### src/rtl/muldiv_pkg.sv
// Shared types and constants for the iterative RV32M multiply/divide unit.
package muldiv_pkg;

    typedef enum logic [1:0] {
        IDLE,
        CALC,
        FIX,
        DONE
    } state_t;

    typedef enum logic [2:0] {
        OP_MUL    = 3'b000,
        OP_MULH   = 3'b001,
        OP_MULHSU = 3'b010,
        OP_MULHU  = 3'b011,
        OP_DIV    = 3'b100,
        OP_DIVU   = 3'b101,
        OP_REM    = 3'b110,
        OP_REMU   = 3'b111
    } muldiv_op_t;

    localparam logic [31:0] DIV0_QUOTIENT = 32'hFFFF_FFFF;
    localparam logic [31:0] SIGNED_MIN    = 32'h8000_0000;
    localparam int          NUM_ITER      = 32;

    function automatic logic a_signed(muldiv_op_t op);
        return op inside {OP_MULH, OP_MULHSU, OP_DIV, OP_REM};
    endfunction

    function automatic logic b_signed(muldiv_op_t op);
        return op inside {OP_MULH, OP_DIV, OP_REM};
    endfunction

endpackage

### src/rtl/muldiv_if.sv
// Request/response bundle between the register-file read ports and the muldiv unit.
interface muldiv_if #(
    parameter int WIDTH = 32
);
    logic             start;
    logic [2:0]       funct3;
    logic [WIDTH-1:0] op_a;
    logic [WIDTH-1:0] op_b;
    logic             busy;
    logic             done;
    logic [WIDTH-1:0] result;

    modport master (output start, funct3, op_a, op_b, input busy, done, result);
    modport slave  (input start, funct3, op_a, op_b, output busy, done, result);
endinterface

### src/rtl/muldiv_cond_negate.sv
// Combinational two's-complement negate of a WIDTH-bit value when neg is set.
module cond_negate #(
    parameter int WIDTH = 32
) (
    input  logic [WIDTH-1:0] value,
    input  logic             neg,
    output logic [WIDTH-1:0] y
);
    assign y = neg ? -value : value;
endmodule

### src/rtl/muldiv_unit.sv
// Iterative RV32M multiply/divide: 32 shift-add or restoring-divide steps, then sign fix-up.
// Build option MULDIV_EARLY_OUT_EN: divide-by-zero and signed overflow skip CALC.
module muldiv_unit
    import muldiv_pkg::*;
#(
    parameter int WIDTH = 32
) (
    input  logic    clk,
    input  logic    rst_n,
    muldiv_if.slave bus
);
    localparam int             CNT_W     = $clog2(NUM_ITER);
    localparam logic [CNT_W-1:0] LAST_ITER = CNT_W'(NUM_ITER - 1);

    state_t             state, state_next, entry_state;
    muldiv_op_t         op_q, op_in;
    logic               sa_q, sb_q, spec_q;
    logic [WIDTH-1:0]   operand_q, spec_val_q, result_q;
    logic [2*WIDTH-1:0] acc_q, acc_iter;
    logic [CNT_W-1:0]   cnt_q;

    logic               sa_in, sb_in, is_div_in, div0_in, ovf_in, spec_in, accept;
    logic [WIDTH-1:0]   mag_a, mag_b, spec_val_in;

    assign op_in     = muldiv_op_t'(bus.funct3);
    assign sa_in     = a_signed(op_in) && bus.op_a[WIDTH-1];
    assign sb_in     = b_signed(op_in) && bus.op_b[WIDTH-1];
    assign is_div_in = bus.funct3[2];
    assign div0_in   = is_div_in && (bus.op_b == '0);
    assign ovf_in    = (op_in == OP_DIV || op_in == OP_REM)
                       && (bus.op_a == SIGNED_MIN) && (bus.op_b == '1);
    assign spec_in   = div0_in || ovf_in;
    assign accept    = bus.start && (state == IDLE || state == DONE);

    // funct3[1] separates REM/REMU from DIV/DIVU among the divide ops.
    always_comb begin
        spec_val_in = '0;
        if (div0_in)
            spec_val_in = bus.funct3[1] ? bus.op_a : DIV0_QUOTIENT;
        else if (!bus.funct3[1])
            spec_val_in = SIGNED_MIN;
    end

    cond_negate #(.WIDTH(WIDTH)) u_neg_a (.value(bus.op_a), .neg(sa_in), .y(mag_a));
    cond_negate #(.WIDTH(WIDTH)) u_neg_b (.value(bus.op_b), .neg(sb_in), .y(mag_b));

`ifdef MULDIV_EARLY_OUT_EN
    assign entry_state = spec_in ? FIX : CALC;
`else
    assign entry_state = CALC;
`endif

    // NOTE: state registers use non-blocking assignment so every flop samples pre-edge values.
    always_ff @(posedge clk or negedge rst_n) begin
        if (!rst_n) state <= IDLE;
        else        state <= state_next;
    end

    // NOTE: assign every combinational output a default first so no path infers a latch.
    always_comb begin
        state_next = state;
        case (state)
            IDLE:    if (bus.start) state_next = entry_state;
            CALC:    if (cnt_q == LAST_ITER) state_next = FIX;
            FIX:     state_next = DONE;
            DONE:    state_next = bus.start ? entry_state : IDLE;
            default: state_next = IDLE;
        endcase
    end

    // Multiply keeps {partial product, multiplier}; divide keeps {remainder, dividend/quotient}.
    logic [WIDTH:0]   mul_sum, rem_shift;
    logic [WIDTH-1:0] addend, div_diff, rem_next;
    logic             div_ge;

    always_comb begin
        addend    = acc_q[0] ? operand_q : '0;
        mul_sum   = {1'b0, acc_q[2*WIDTH-1:WIDTH]} + {1'b0, addend};
        rem_shift = acc_q[2*WIDTH-1:WIDTH-1];
        div_diff  = rem_shift[WIDTH-1:0] - operand_q;
        div_ge    = rem_shift[WIDTH] || (rem_shift[WIDTH-1:0] >= operand_q);
        rem_next  = div_ge ? div_diff : rem_shift[WIDTH-1:0];
        if (op_q[2]) acc_iter = {rem_next, acc_q[WIDTH-2:0], div_ge};
        else         acc_iter = {mul_sum, acc_q[WIDTH-1:1]};
    end

    logic [2*WIDTH-1:0] prod_fix;
    logic [WIDTH-1:0]   quot_fix, rem_fix, fix_val;

    cond_negate #(.WIDTH(2*WIDTH)) u_neg_prod (.value(acc_q), .neg(sa_q ^ sb_q), .y(prod_fix));
    cond_negate #(.WIDTH(WIDTH)) u_neg_quot (.value(acc_q[WIDTH-1:0]), .neg(sa_q ^ sb_q), .y(quot_fix));
    cond_negate #(.WIDTH(WIDTH)) u_neg_rem (.value(acc_q[2*WIDTH-1:WIDTH]), .neg(sa_q), .y(rem_fix));

    always_comb begin
        fix_val = rem_fix;
        case (op_q)
            OP_MUL:                       fix_val = prod_fix[WIDTH-1:0];
            OP_MULH, OP_MULHSU, OP_MULHU: fix_val = prod_fix[2*WIDTH-1:WIDTH];
            OP_DIV, OP_DIVU:              fix_val = quot_fix;
            default:                      fix_val = rem_fix;
        endcase
        if (spec_q) fix_val = spec_val_q;
    end

    always_ff @(posedge clk or negedge rst_n) begin
        if (!rst_n) begin
            op_q       <= OP_MUL;
            sa_q       <= 1'b0;
            sb_q       <= 1'b0;
            spec_q     <= 1'b0;
            operand_q  <= '0;
            spec_val_q <= '0;
            acc_q      <= '0;
            cnt_q      <= '0;
            result_q   <= '0;
        end else if (accept) begin
            op_q       <= op_in;
            sa_q       <= sa_in;
            sb_q       <= sb_in;
            spec_q     <= spec_in;
            spec_val_q <= spec_val_in;
            operand_q  <= is_div_in ? mag_b : mag_a;
            acc_q      <= {{WIDTH{1'b0}}, (is_div_in ? mag_a : mag_b)};
            cnt_q      <= '0;
        end else if (state == CALC) begin
            acc_q      <= acc_iter;
            cnt_q      <= cnt_q + CNT_W'(1);
        end else if (state == FIX) begin
            result_q   <= fix_val;
        end
    end

    assign bus.busy   = (state == CALC) || (state == FIX);
    assign bus.done   = (state == DONE);
    assign bus.result = result_q;

endmodule

### src/flat_wrapper.sv
// flat-port wrapper written by rule: the top's interface ports become plain ports
module muldiv_unit_flat import muldiv_pkg::*;
#(
    parameter int WIDTH = 32
)
  (clk, rst_n, bus_start, bus_funct3, bus_op_a, bus_op_b, bus_busy, bus_done, bus_result);
  muldiv_if #(.WIDTH(WIDTH)) bus_i ();
  input  logic clk;
  input  logic rst_n;
  input wire logic [$bits(bus_i.start)-1:0] bus_start;
  input wire logic [$bits(bus_i.funct3)-1:0] bus_funct3;
  input wire logic [$bits(bus_i.op_a)-1:0] bus_op_a;
  input wire logic [$bits(bus_i.op_b)-1:0] bus_op_b;
  output wire logic [$bits(bus_i.busy)-1:0] bus_busy;
  output wire logic [$bits(bus_i.done)-1:0] bus_done;
  output wire logic [$bits(bus_i.result)-1:0] bus_result;
  assign bus_i.start = bus_start;
  assign bus_i.funct3 = bus_funct3;
  assign bus_i.op_a = bus_op_a;
  assign bus_i.op_b = bus_op_b;
  assign bus_busy = bus_i.busy;
  assign bus_done = bus_i.done;
  assign bus_result = bus_i.result;
  muldiv_unit #(.WIDTH(WIDTH)) u_core (.clk(clk), .rst_n(rst_n), .bus(bus_i));
endmodule
### config.mk
export PLATFORM = sky130hd
export DESIGN_NAME = muldiv_unit_flat
export DESIGN_NICKNAME = d
export VERILOG_FILES = /design/src/rtl/muldiv_pkg.sv /design/src/rtl/muldiv_if.sv /design/src/rtl/muldiv_cond_negate.sv /design/src/rtl/muldiv_unit.sv /design/src/flat_wrapper.sv
export SDC_FILE = /design/constraint.sdc
export NUM_CORES = 1
export LEC_CHECK = 0
export BUFFER_PORTS_ARGS = -buffer_cell sky130_fd_sc_hd__buf_2
export CORE_MARGIN = 3
export CORE_UTILIZATION = 61
export CTS_BUF_LIST = sky130_fd_sc_hd__clkbuf_4
export DETAILED_ROUTE_END_ITERATION = 12
export GPL_TIMING_DRIVEN = 0
export HOLD_SLACK_MARGIN = 0.06
export PLACE_DENSITY = 0.82
export SYNTH_ARGS = -nofsm -noshare
export SYNTH_HDL_FRONTEND = slang
export SYNTH_SLANG_ARGS = --single-unit
### constraint.sdc
create_clock -name clk -period 4.1 [get_ports clk]
set_input_delay 0.205 -clock clk [delete_from_list [all_inputs] [get_ports clk]]
set_output_delay 0.205 -clock clk [all_outputs]
set_load 0.01 [all_outputs]
==> metrics.md <==
| Metric | Value |
|---|---|
| I/O pins | `104` |
| MaxCap Viol Count | `0` |
| Static leakage | `7.61 nW` |
| Row cnt | `59` |
| Initial Util | `62.2%` |
| DP HPWL | `53.5 mm` |
| Multi-input logic area | `11,100 µm²` |
| Unique masters post-synth | `81` |
| Post-synth EDFFs | `0` |
| Clk sink count | `173` |
| Tot GR Track Use | `47.7%` |
| Area contributors post-synth | `dfrtp_1 27%, nand2_1 6.3%, o21ai_0 6.0%` |
| Slew Viols, Final | `0` |
| Count leader, synth | `nand2_1` |
| Cells after Synth | `2,164` |
| CTS tree | `done` |
| Cell area after synthesis | `16,200 µm²` |
| Latest clock arrival within the worst-skew pair | `700 ps` |
| Post-synthesis async set-or-reset flop share | `100%` |
| Syn avg cell area | `7.51 µm²` |
| Cells after DPL | `2,603` |
| Avg Vias per Cell | `7.12` |
| Filler cells | `2,175` |
| # Post-CTS Setup Buffers | `0` |
| Critical Path Fanout Max | `10` |
| H-tree level count | `4` |
| Congestion Overflow GR | `0` |
| Synth top cells by count | `273 x nand2_1, 195 x o21ai_0, 192 x nor2_1` |
| Total Wirelength | `70.6 mm` |
| Post-synth top area share | `26.7%` |
| Hold slack | `49.4 ps` |
| Num CTS Buffers | `17` |
| PortBufs | `103` |
| Proportion of synthesized chip area in sequential cells | `26.7%` |
| Non-filler cells, final | `2,686` |
| CP Cell Sequence | `inv_1 -> ha_1 -> nor2b_1 -> clkbuf_1 -> nor2_1 -> nand2_1 -> nor2_1 -> o221ai_1 -> a21oi_1 -> nor3_1` |
| Max VDD drop | `0.000674 V` |
| Synth area leader | `dfrtp_1` |
| Final setup fails | `0` |
| Peak per-stage delay on the critical path | `850 ps` |
| Status | `complete, no violations` |
| Initial antenna violation count | `2` |
| Slew @ Worst Pin | `975 ps` |
| Hold Crit Class | `in2reg` |
| Max Root-Sink Buffers | `2` |
| Crit path required time | `4620 ps` |
| End-of-flow core utilization | `69.1%` |
| Worst setup SP type | `flop` |
| Residual DRC | `0` |
| Final Hold Violating Endpoints | `0` |
| Reg2reg start | `u_core.state[0]` |
| Crit path kind | `reg2reg` |
| Routed len/inst | `26.3 µm` |
| Highest clock rate | `246 MHz` |
| Die Ht | `169 µm` |
| Hold depth | `4` |
| R2r endpoint | `u_core.bus.result[10]` |
| 1st-iter DRT viols | `2,890` |
| Vias in the first global route | `17,800` |
| First-pass GRT wire length | `104 mm` |
| Worst Skew | `78.1 ps` |
| RePlAce Congestion | `1.11` |
| Layout cell share with drive strength beyond 1 | `7.96%` |
| Die W | `169 µm` |
| Storage element area | `4330 µm²` |
| Critical Path Sink Type | `flop` |
| Vias | `19,100` |
| Die area | `28,600 µm²` |
| Endpoint, Worst Hold | `u_core.operand_q[13]` |
| Most frequent CP cell | `nor2_1` |
| First-pass DRT Iterations | `7` |
| ANT nets after route | `0` |
| Worst Reg-to-Reg Cells | `10` |
| Yosys Warn Count | `0` |
| Flop and latch count out of synthesis | `173` |
| Pin count of the biggest net entering global routing | `128` |
| Post-Syn Nets | `2,312` |
| Relative slew slack | `35.0%` |
| Crit path time final | `4060 ps` |
| Reg2reg setup slack | `40 ps` |
| Clock Tree Root | `clkbuf_4` |
| CTS clock-pin slew for the worst setup and hold paths | `210 ps` |
| Critical path arrival | `4580 ps` |
| Nets | `2,483` |
| CP max-delay cell | `nor2_1` |
| Layout area overhead | `11.1%` |
| Cell Pwr Density | `923 nW/µm²` |
| Core Region | `26,100 µm²` |
| Fin crit share | `99.1%` |
| Ys flop type | `dfrtp_1` |
| Hold path startpoint | `bus_op_b[13]` |
| RSZ-0062 raised after global routing | `true` |
[worst max-delay path by stage]
stage | slack [ps] | to | from
final | 40 | u_core.bus.result[10] | u_core.state[0]
after global routing | -20 | u_core.acc_q[32] | u_core.operand_q[21]
after CTS | 10 | u_core.acc_q[62] | u_core.acc_q[32]
after detailed placement | -290 | u_core.acc_q[43] | u_core.acc_q[32]
after global placement | -230 | u_core.acc_q[59] | u_core.acc_q[32]
after floorplan | 900 | u_core.acc_q[62] | u_core.acc_q[0]
[area by class of cell]
cell class / instances / share of cell area [%]
well taps: 335 / 2.32
repair buffers: 153 / 5.84
diodes: 3 / 0.0416
clock inverters: 14 / 0.929
multi-input cells: 1768 / 61.4
flip-flops and latches: 173 / 24.0
clock buffers: 18 / 0.749
plain buffers: 143 / 3.10
inverters: 79 / 1.64
[report_power, final]
part	switching (W)	internal [W]
clock network	0.000835	0.000297
registers	0.000827	0.00237
logic	0.00821	0.00413
total	0.00987	0.00679
[layer usage]
layer | vias up | global-route usage, % | share of wire, %
met5 | - | 0 | 0
met4 | 0 | 30.0 | 8.4
met2 | 1710 | 69.0 | 40
met3 | 444 | 18.4 | 16
li1 | 8141 | - | -
met1 | 8834 | 60.0 | 35
[registers in the layout, summed over array words and instances (netlist names)]
name / flops
u_core.spec_q: 1
u_core.spec_val_q: 32
u_core.sb_q: 1
u_core.op_q: 3
u_core.sa_q: 1
u_core.state: 2
u_core.cnt_q: 5
u_core.acc_q: 64
u_core.operand_q: 32
u_core.bus.result: 32
[placed cells by master, fill, tap and decap left out, drive strengths merged, types with 8 or more instances in the layout]
| cell | count |
|---|---|
| o22ai | 11 |
| mux2i | 42 |
| clkbuf | 148 |
| xnor2 | 99 |
| o41ai | 10 |
| o31ai | 52 |
| dfrtp | 173 |
| dlygate4sd3 | 48 |
| mux2 | 9 |
| a21o | 25 |
| nor4 | 14 |
| and3 | 10 |
| a21oi | 184 |
| xor2 | 89 |
| nand2b | 16 |
| o21ai | 205 |
| or4 | 14 |
| inv | 86 |
| nor2b | 41 |
| a31oi | 19 |
| a211oi | 13 |
| or3 | 25 |
| nor2 | 192 |
| o221ai | 25 |
| ha | 76 |
| buf | 118 |
| o21a | 8 |
| nand3 | 48 |
| nand4 | 27 |
| o21bai | 10 |
| o211ai | 64 |
| and2 | 13 |
| nor3 | 58 |
| nand2 | 274 |
[worst max-delay path, delay by kind of cell, from the launching register on]
kind                     cells  cell delay (ps)
AND/OR/NAND/NOR              5             2130
buffers and inverters        2              390
adder cells (fa/ha/maj)      1              350
flip-flops                   1              430
AO/OA/AOI/OAI                2              610
[repair_timing]
action / CTS / global route
hold endpoints to repair: 219 / 0
resized for setup: 5 / 13
setup endpoints to repair: 17 / 30
hold buffers: 49 / 0
[kinds of logic (layout without fill, tap and decap cells)]
group,Yosys count,count (layout),synth area share [%]
simple gates,760,760,22.0
compound gates,691,691,26.7
buf+inv,223,407,5.21
xor+xnor,188,188,10.1
flops,173,173,26.7
fa+ha+maj,78,78,6.10
mux,51,51,3.21
other cells,0,3,0
[per-stage QoR]
step | setup TNS, ps | setup WS [ps] | power, W | area, µm²
final | 0 | 36.4 | 0.0167 | 18000
after global routing | -23.9 | -23.9 | 0.0174 | 18000
after CTS | 0 | 13.1 | 0.0158 | 18000
after detailed placement | -2570 | -291 | 0.0146 | 17200
after global placement | -1650 | -227 | 0.0144 | 17200
after floorplan | 0 | 903 | 0.0109 | 16200
Power figures use the tool's default switching activity.
